### src/rtl/irq_bridge_if.sv
// irq_bridge_if: bundle of every non-clock signal between the CPU data port,
// the NDEV memory-mapped peripherals and the interrupt bridge.
//
// Signals (direction as seen by the bridge, modport slave):
//   PrAddr   in   32       CPU byte address (bits 1:0 ignored)
//   PrWEn    in   1        CPU write strobe, one cycle per write
//   PrWData  in   32       CPU write data
//   PrRData  out  32       read data, combinational from PrAddr
//   DevAddr  out  2        PrAddr[3:2] fanned out to every device
//   DevWData out  32       PrWData fanned out to every device
//   DevWEn   out  NDEV     one-hot per-device write enable
//   DevRData in   32*NDEV  device i read data at [32*i+31:32*i]
//   DevIRQ   in   NDEV     device interrupt levels, synchronous to the clock
//   IntReq   out  1        registered CPU interrupt request
//   IntAck   in   1        one-cycle acknowledge of the current interrupt ID
//
// Handshake semantics: there is no valid/ready pair on this bus. A CPU write
// is a single-cycle PrWEn strobe that every target consumes on the same
// posedge; reads are combinational and complete in the cycle PrAddr is held.
// IntAck is a one-cycle pulse that retires the source currently shown in ID.
interface irq_bridge_if #(
  parameter int NDEV = 4
);
  logic [31:0]          PrAddr;
  logic                 PrWEn;
  logic [31:0]          PrWData;
  logic [31:0]          PrRData;
  logic [1:0]           DevAddr;
  logic [31:0]          DevWData;
  logic [NDEV-1:0]      DevWEn;
  logic [32*NDEV-1:0]   DevRData;
  logic [NDEV-1:0]      DevIRQ;
  logic                 IntReq;
  logic                 IntAck;

  // Bridge side.
  modport slave (
    input  PrAddr, PrWEn, PrWData, DevRData, DevIRQ, IntAck,
    output PrRData, DevAddr, DevWData, DevWEn, IntReq
  );

  // CPU/peripheral side (used by the environment driving the bridge).
  modport master (
    output PrAddr, PrWEn, PrWData, DevRData, DevIRQ, IntAck,
    input  PrRData, DevAddr, DevWData, DevWEn, IntReq
  );
endinterface

### src/rtl/irq_bridge.sv
// irq_bridge: address decoder, read mux and interrupt controller sitting
// between the CPU data port and NDEV memory-mapped peripherals.
//
// Ports:
//   Clk  in   clock, all state updates on posedge
//   Rst  in   asynchronous, active-high reset
//   bus  irq_bridge_if.slave (CPU port, device fan-out, IRQ lines, IntReq/IntAck)
//
// Address map (16-byte blocks from BASE):
//   BASE + 16*i     device i, i < NDEV (DevAddr = PrAddr[3:2])
//   BASE + 16*NDEV  controller: +0 MASK (RW), +4 PEND (R, W1C),
//                               +8 ID (RO), +C RAW (RO)
// Anything else reads 0 and writes nowhere.
//
// Handshake semantics: PrWEn is a one-cycle strobe consumed on the same
// posedge by whichever target decodes the address; reads are combinational.
// IntAck is a one-cycle pulse that clears the pending bit shown in ID.
module irq_bridge #(
  parameter int          NDEV = 4,
  parameter logic [31:0] BASE = 32'h0000_7F00
) (
  input  logic         Clk,
  input  logic         Rst,
  irq_bridge_if.slave  bus
);

  localparam logic [27:0] BASE_BLK = BASE[31:4];

  localparam logic [1:0] REG_MASK = 2'd0;
  localparam logic [1:0] REG_PEND = 2'd1;
  localparam logic [1:0] REG_ID   = 2'd2;
  localparam logic [1:0] REG_RAW  = 2'd3;

  // ---------------------------------------------------------------------------
  // State
  // ---------------------------------------------------------------------------
  logic [NDEV-1:0] r_mask;
  logic [NDEV-1:0] r_pend;
  logic [NDEV-1:0] r_irq_q;
  logic            r_int_req;

  // ---------------------------------------------------------------------------
  // Decode: w_hit[i] for devices, w_hit[NDEV] for the controller block
  // ---------------------------------------------------------------------------
  logic [NDEV:0]   w_hit;
  logic [1:0]      w_reg_sel;
  logic            w_ctrl_we;
  logic            w_unused_addr;

  always_comb begin
    w_hit = '0;
    for (int i = 0; i <= NDEV; i++) begin
      w_hit[i] = (bus.PrAddr[31:4] == BASE_BLK + 28'(i));
    end
  end

  assign w_reg_sel     = bus.PrAddr[3:2];
  assign w_ctrl_we     = w_hit[NDEV] & bus.PrWEn;
  // Byte offset within a word is not decoded.
  assign w_unused_addr = ^bus.PrAddr[1:0];

  assign bus.DevAddr  = bus.PrAddr[3:2];
  assign bus.DevWData = bus.PrWData;
  assign bus.DevWEn   = w_hit[NDEV-1:0] & {NDEV{bus.PrWEn}};

  // ---------------------------------------------------------------------------
  // Interrupt priority: lowest set index of PEND & MASK wins
  // ---------------------------------------------------------------------------
  logic [NDEV-1:0] w_active;
  logic            w_id_valid;
  logic [2:0]      w_id_idx;

  assign w_active = r_pend & r_mask;

  always_comb begin
    w_id_valid = |w_active;
    w_id_idx   = 3'd0;
    // Walk from the top down so the lowest index is the last one written.
    for (int i = NDEV - 1; i >= 0; i--) begin
      if (w_active[i]) begin
        w_id_idx = 3'(i);
      end
    end
  end

  // ---------------------------------------------------------------------------
  // Pending update
  // ---------------------------------------------------------------------------
  logic [NDEV-1:0] w_rise;
  logic [NDEV-1:0] w_w1c;
  logic [NDEV-1:0] w_ack_clr;
  logic [NDEV-1:0] w_pend_next;
  logic            w_mask_we;

  assign w_rise    = bus.DevIRQ & ~r_irq_q;
  assign w_mask_we = w_ctrl_we && (w_reg_sel == REG_MASK);
  assign w_w1c     = (w_ctrl_we && (w_reg_sel == REG_PEND)) ? bus.PrWData[NDEV-1:0]
                                                            : '0;

  // An acknowledge with no valid ID clears nothing.
  always_comb begin
    w_ack_clr = '0;
    for (int i = 0; i < NDEV; i++) begin
      w_ack_clr[i] = bus.IntAck && w_id_valid && (w_id_idx == 3'(i));
    end
  end

  // The rise term is OR-ed in after clearing, so a same-cycle set wins.
  assign w_pend_next = (r_pend & ~(w_w1c | w_ack_clr)) | w_rise;

  always_ff @(posedge Clk or posedge Rst) begin
    if (Rst) begin
      r_mask    <= '0;
      r_pend    <= '0;
      r_irq_q   <= '0;
      r_int_req <= 1'b0;
    end else begin
      r_irq_q   <= bus.DevIRQ;
      r_pend    <= w_pend_next;
      if (w_mask_we) begin
        r_mask <= bus.PrWData[NDEV-1:0];
      end
      // Registered from the current PEND/MASK: one edge after either changes.
      r_int_req <= |(r_pend & r_mask);
    end
  end

  assign bus.IntReq = r_int_req;

  // ---------------------------------------------------------------------------
  // Read mux
  // ---------------------------------------------------------------------------
  logic [31:0] w_rdata;

  always_comb begin
    w_rdata = 32'd0;
    for (int i = 0; i < NDEV; i++) begin
      if (w_hit[i]) begin
        w_rdata = bus.DevRData[32*i +: 32];
      end
    end
    if (w_hit[NDEV]) begin
      case (w_reg_sel)
        REG_MASK: w_rdata = 32'(r_mask);
        REG_PEND: w_rdata = 32'(r_pend);
        REG_ID:   w_rdata = {w_id_valid, 28'd0, w_id_idx};
        REG_RAW:  w_rdata = 32'(bus.DevIRQ);
        default:  w_rdata = 32'd0;
      endcase
    end
  end

  assign bus.PrRData = w_rdata;

endmodule
### src/flat_wrapper.sv
// flat-port wrapper written by rule: the top's interface ports become plain ports
module irq_bridge_flat 
#(
  parameter int          NDEV = 4,
  parameter logic [31:0] BASE = 32'h0000_7F00
)
  (Clk, Rst, bus_PrAddr, bus_PrWEn, bus_PrWData, bus_DevRData, bus_DevIRQ, bus_IntAck, bus_PrRData, bus_DevAddr, bus_DevWData, bus_DevWEn, bus_IntReq);
  irq_bridge_if #(.NDEV(NDEV)) bus_i ();
  input  logic Clk;
  input  logic Rst;
  input wire logic [$bits(bus_i.PrAddr)-1:0] bus_PrAddr;
  input wire logic [$bits(bus_i.PrWEn)-1:0] bus_PrWEn;
  input wire logic [$bits(bus_i.PrWData)-1:0] bus_PrWData;
  input wire logic [$bits(bus_i.DevRData)-1:0] bus_DevRData;
  input wire logic [$bits(bus_i.DevIRQ)-1:0] bus_DevIRQ;
  input wire logic [$bits(bus_i.IntAck)-1:0] bus_IntAck;
  output wire logic [$bits(bus_i.PrRData)-1:0] bus_PrRData;
  output wire logic [$bits(bus_i.DevAddr)-1:0] bus_DevAddr;
  output wire logic [$bits(bus_i.DevWData)-1:0] bus_DevWData;
  output wire logic [$bits(bus_i.DevWEn)-1:0] bus_DevWEn;
  output wire logic [$bits(bus_i.IntReq)-1:0] bus_IntReq;
  assign bus_i.PrAddr = bus_PrAddr;
  assign bus_i.PrWEn = bus_PrWEn;
  assign bus_i.PrWData = bus_PrWData;
  assign bus_i.DevRData = bus_DevRData;
  assign bus_i.DevIRQ = bus_DevIRQ;
  assign bus_i.IntAck = bus_IntAck;
  assign bus_PrRData = bus_i.PrRData;
  assign bus_DevAddr = bus_i.DevAddr;
  assign bus_DevWData = bus_i.DevWData;
  assign bus_DevWEn = bus_i.DevWEn;
  assign bus_IntReq = bus_i.IntReq;
  irq_bridge #(.NDEV(NDEV), .BASE(BASE)) u_core (.Clk(Clk), .Rst(Rst), .bus(bus_i));
endmodule
### config.mk
export PLATFORM = sky130hd
export DESIGN_NAME = irq_bridge_flat
export DESIGN_NICKNAME = d
export VERILOG_FILES = /design/src/rtl/irq_bridge_if.sv /design/src/rtl/irq_bridge.sv /design/src/flat_wrapper.sv
export SDC_FILE = /design/constraint.sdc
export NUM_CORES = 1
export LEC_CHECK = 0
export CAP_MARGIN = 20
export CORE_AREA = 2 2 107 109
export DETAILED_ROUTE_END_ITERATION = 8
export DIE_AREA = 0 0 109 111
export GPL_ROUTABILITY_DRIVEN = 1
export SKIP_LAST_GASP = 1
export SYNTH_ARGS = -nofsm -noshare
export SYNTH_HDL_FRONTEND = slang
export SYNTH_SLANG_ARGS = --single-unit
### constraint.sdc
create_clock -name Clk -period 4.3 [get_ports Clk]
set_clock_uncertainty 0.2 [all_clocks]
set_input_delay 0.645 -clock Clk [delete_from_list [all_inputs] [get_ports Clk]]
set_output_delay 0.645 -clock Clk [all_outputs]
set_load 0.05 [all_outputs]
==> impl_metrics.ini <==
[yosys]
synthCells = 272
yosysSeqAreaShare_pct = 15.1
syn_area_per_cell_um2 = 7.94
async_reset_ff_share_pct = 100
syn-num-nets = 472
ys_ff_latch = 13
synth_area_um2 = 2160
synth_warnings = 0
synth_ff_type = dfrtp_1
yosysUniqueCellTypes = 40
synth_edf_count = 0

[critical_path]
startpoint_type = input pin
crit_chain = clkdlybuf4s50_1, nand4_1, or2_2, nor2_1, buf_4, nand3_1, buf_4, a211oi_1, buf_12
slowest_stage = clkdlybuf4s50_1
cpMostUsedCell = buf_4
timing.rr.start = u_core.r_mask[0]
crit_path_max_fanout = 27
crit_type = input pin to output pin
max_stage_delay_ns = 0.46
cpLargestDelayFamily = buffers and inverters
crit_arrival_ns = 2.89
path_buf_inv = 4
timing.critical_path.from = bus_PrAddr[11]
crit_required_ns = 3.45
worstSetupEndpointType = output pin

[clock_network]
htreeDepth = 1
cts_made_buffers = 3
path_clk_slew_ns = 0.05
post_cts_buffers = 0
cts_resized = 0
cts_sinks = 13
ctsHoldBuffers = 0
clockBufferDepth = 2
cts_tree = done
root_buffer = clkbuf_16
clk_latency_ns = 0.24

[min_path]
hp-start = u_core.r_irq_q[2]
min_path_type = flop to flop

[finish]
syn2layout_area_growth_pct = 112
final_common_cell = clkdlybuf4s50_1
nets = 640
mostFrequentLayoutCells = clkdlybuf4s50_1 (174), buf_12 (34), o22ai_1 (33)
drive_gt1_share_pct = 21.2
diodes = 0

[die]
die-area_um2 = 12100
fp.dieH_um = 111
die_w_um = 109
ioPinCount = 271
core_area_um2 = 11100
rows = 39
start_util_pct = 19.5

[sta]
fmax_ghz = 0.268
min_period_ns = 3.73
slew_headroom_pct = 59.3
tightest_slew_ns = 0.606
finalSetupViolations = 0
post-route-period-util_pct = 86.8
tns_ns = 0
hold_viol_final = 0
slew_viol_final = 0
rsz0062_at_grt = no

[global_routing]
grt_overflow_total = 0
grt_pass1_wl_um = 15900
antenna_found_initial = 0
grt_pass1_vias = 3002
grt_max_degree = 37
gr-usage-all-layers_pct = 16.7

[route]
avgViaCountPerCell = 4.84
drtAntennaViolNets = 0
detail_route.iter0.violations = 110
routedWlPerCell_um = 17.6
wl_um = 10200
vias = 2816
dr.pass1.iters = 4
drcViolationCount = 0

[placement]
routabilityCongestion = 0.864
detailed_place_hpwl_um = 8430
io_buffers = 212

[pwr]
p_per_area_nw_per_um2 = 126
power.total_uw = 577
p_leak_uw = 0.00167
peakVddDrop_v = 0.000179

[run_status]
status = complete, no violations

[flow_run]
drv_cap = 0
==> cell families after synthesis <==
kind of cell,Yosys count,share of synthesized area [%]
AO/OA/AOI/OAI,102,30.3
buffers and inverters,63,17.4
AND/OR/NAND/NOR,54,13.8
multiplexers,40,23.5
flip-flops,13,15.1
==> synthesized netlist by cell type (all sizes together) (2+ instances only) <==
cell | n | area [um^2]
clkbuf | 16 | 60.1
a21oi | 3 | 15.0
nand3 | 4 | 32.5
a211oi | 28 | 210
buf | 41 | 293
mux4 | 4 | 90.1
mux2i | 2 | 20.0
nand2b | 3 | 18.8
nand4 | 3 | 18.8
o211ai | 2 | 15.0
o21ai | 28 | 140
a22oi | 3 | 22.5
nand2 | 18 | 67.6
nor3 | 3 | 15.0
nor2 | 8 | 32.5
dfrtp | 13 | 325
o22ai | 33 | 206
mux2 | 34 | 398
inv | 6 | 22.5
nor4 | 6 | 37.5
==> where the power goes <==
part           total (uW)  switching [uW]  internal (uW)
sequential            125           0.623            125
clock                 178            52.7            125
combinational         274            91.7            182
total                 577             145            432
==> worst paths after layout <==
kind                            cells past startpoint                end  slack (ns)
max in group asynchronous                           2  u_core.r_irq_q[0]        2.98
worst min register to register                      1   u_core.r_pend[2]        0.23
worst max-delay path                                9    bus_PrRData[25]        0.57
worst min-delay path                                1   u_core.r_pend[2]        0.23
worst max register to register                      4   u_core.r_pend[3]        2.96
min in group asynchronous                           2  u_core.r_irq_q[2]        0.56
==> sequential cells by signal (all words and copies together) (netlist names) <==
signal and count:
u_core.r_mask 4, u_core.r_irq_q 4, u_core.bus.IntReq 1, u_core.r_pend 4
==> cell type report <==
cell class / count / area (um^2)
sequential: 13 / 325
fill: 1100 / 6500
clock buffer: 4 / 78.8
inverter: 6 / 22.5
timing repair buffer: 220 / 2510
tap: 143 / 179
multi-input combinational: 196 / 1460
==> per-stage QoR <==
| stage | hold WS (ns) | cell area, um^2 | std cells | setup slack [ns] | utilization (%) |
|---|---|---|---|---|---|
| final | 0.227 | 4570 | 582 | 0.568 | 41.3 |
| after global routing | 0.248 | 4570 | 582 | 0.453 | 41.3 |
| after CTS | 0.232 | 4570 | 582 | 0.553 | 41.3 |
| after detailed placement | 0.226 | 4490 | 578 | 0.580 | 40.6 |
| after global placement | 0.212 | 4490 | 578 | 0.572 | 40.6 |
| after floorplan | 0.200 | 2160 | 272 | 0.435 | - |
==> metal layers <==
metal | track usage [%] | up-vias | share of wire, %
li1 | - | 1350 | -
met1 | 19.1 | 1308 | 37
met2 | 31.1 | 152 | 53
met3 | 4.12 | 6 | 8.7
met4 | 2.56 | 0 | 0.78
met5 | 0 | - | 0
(Power assumes the default switching activity.)
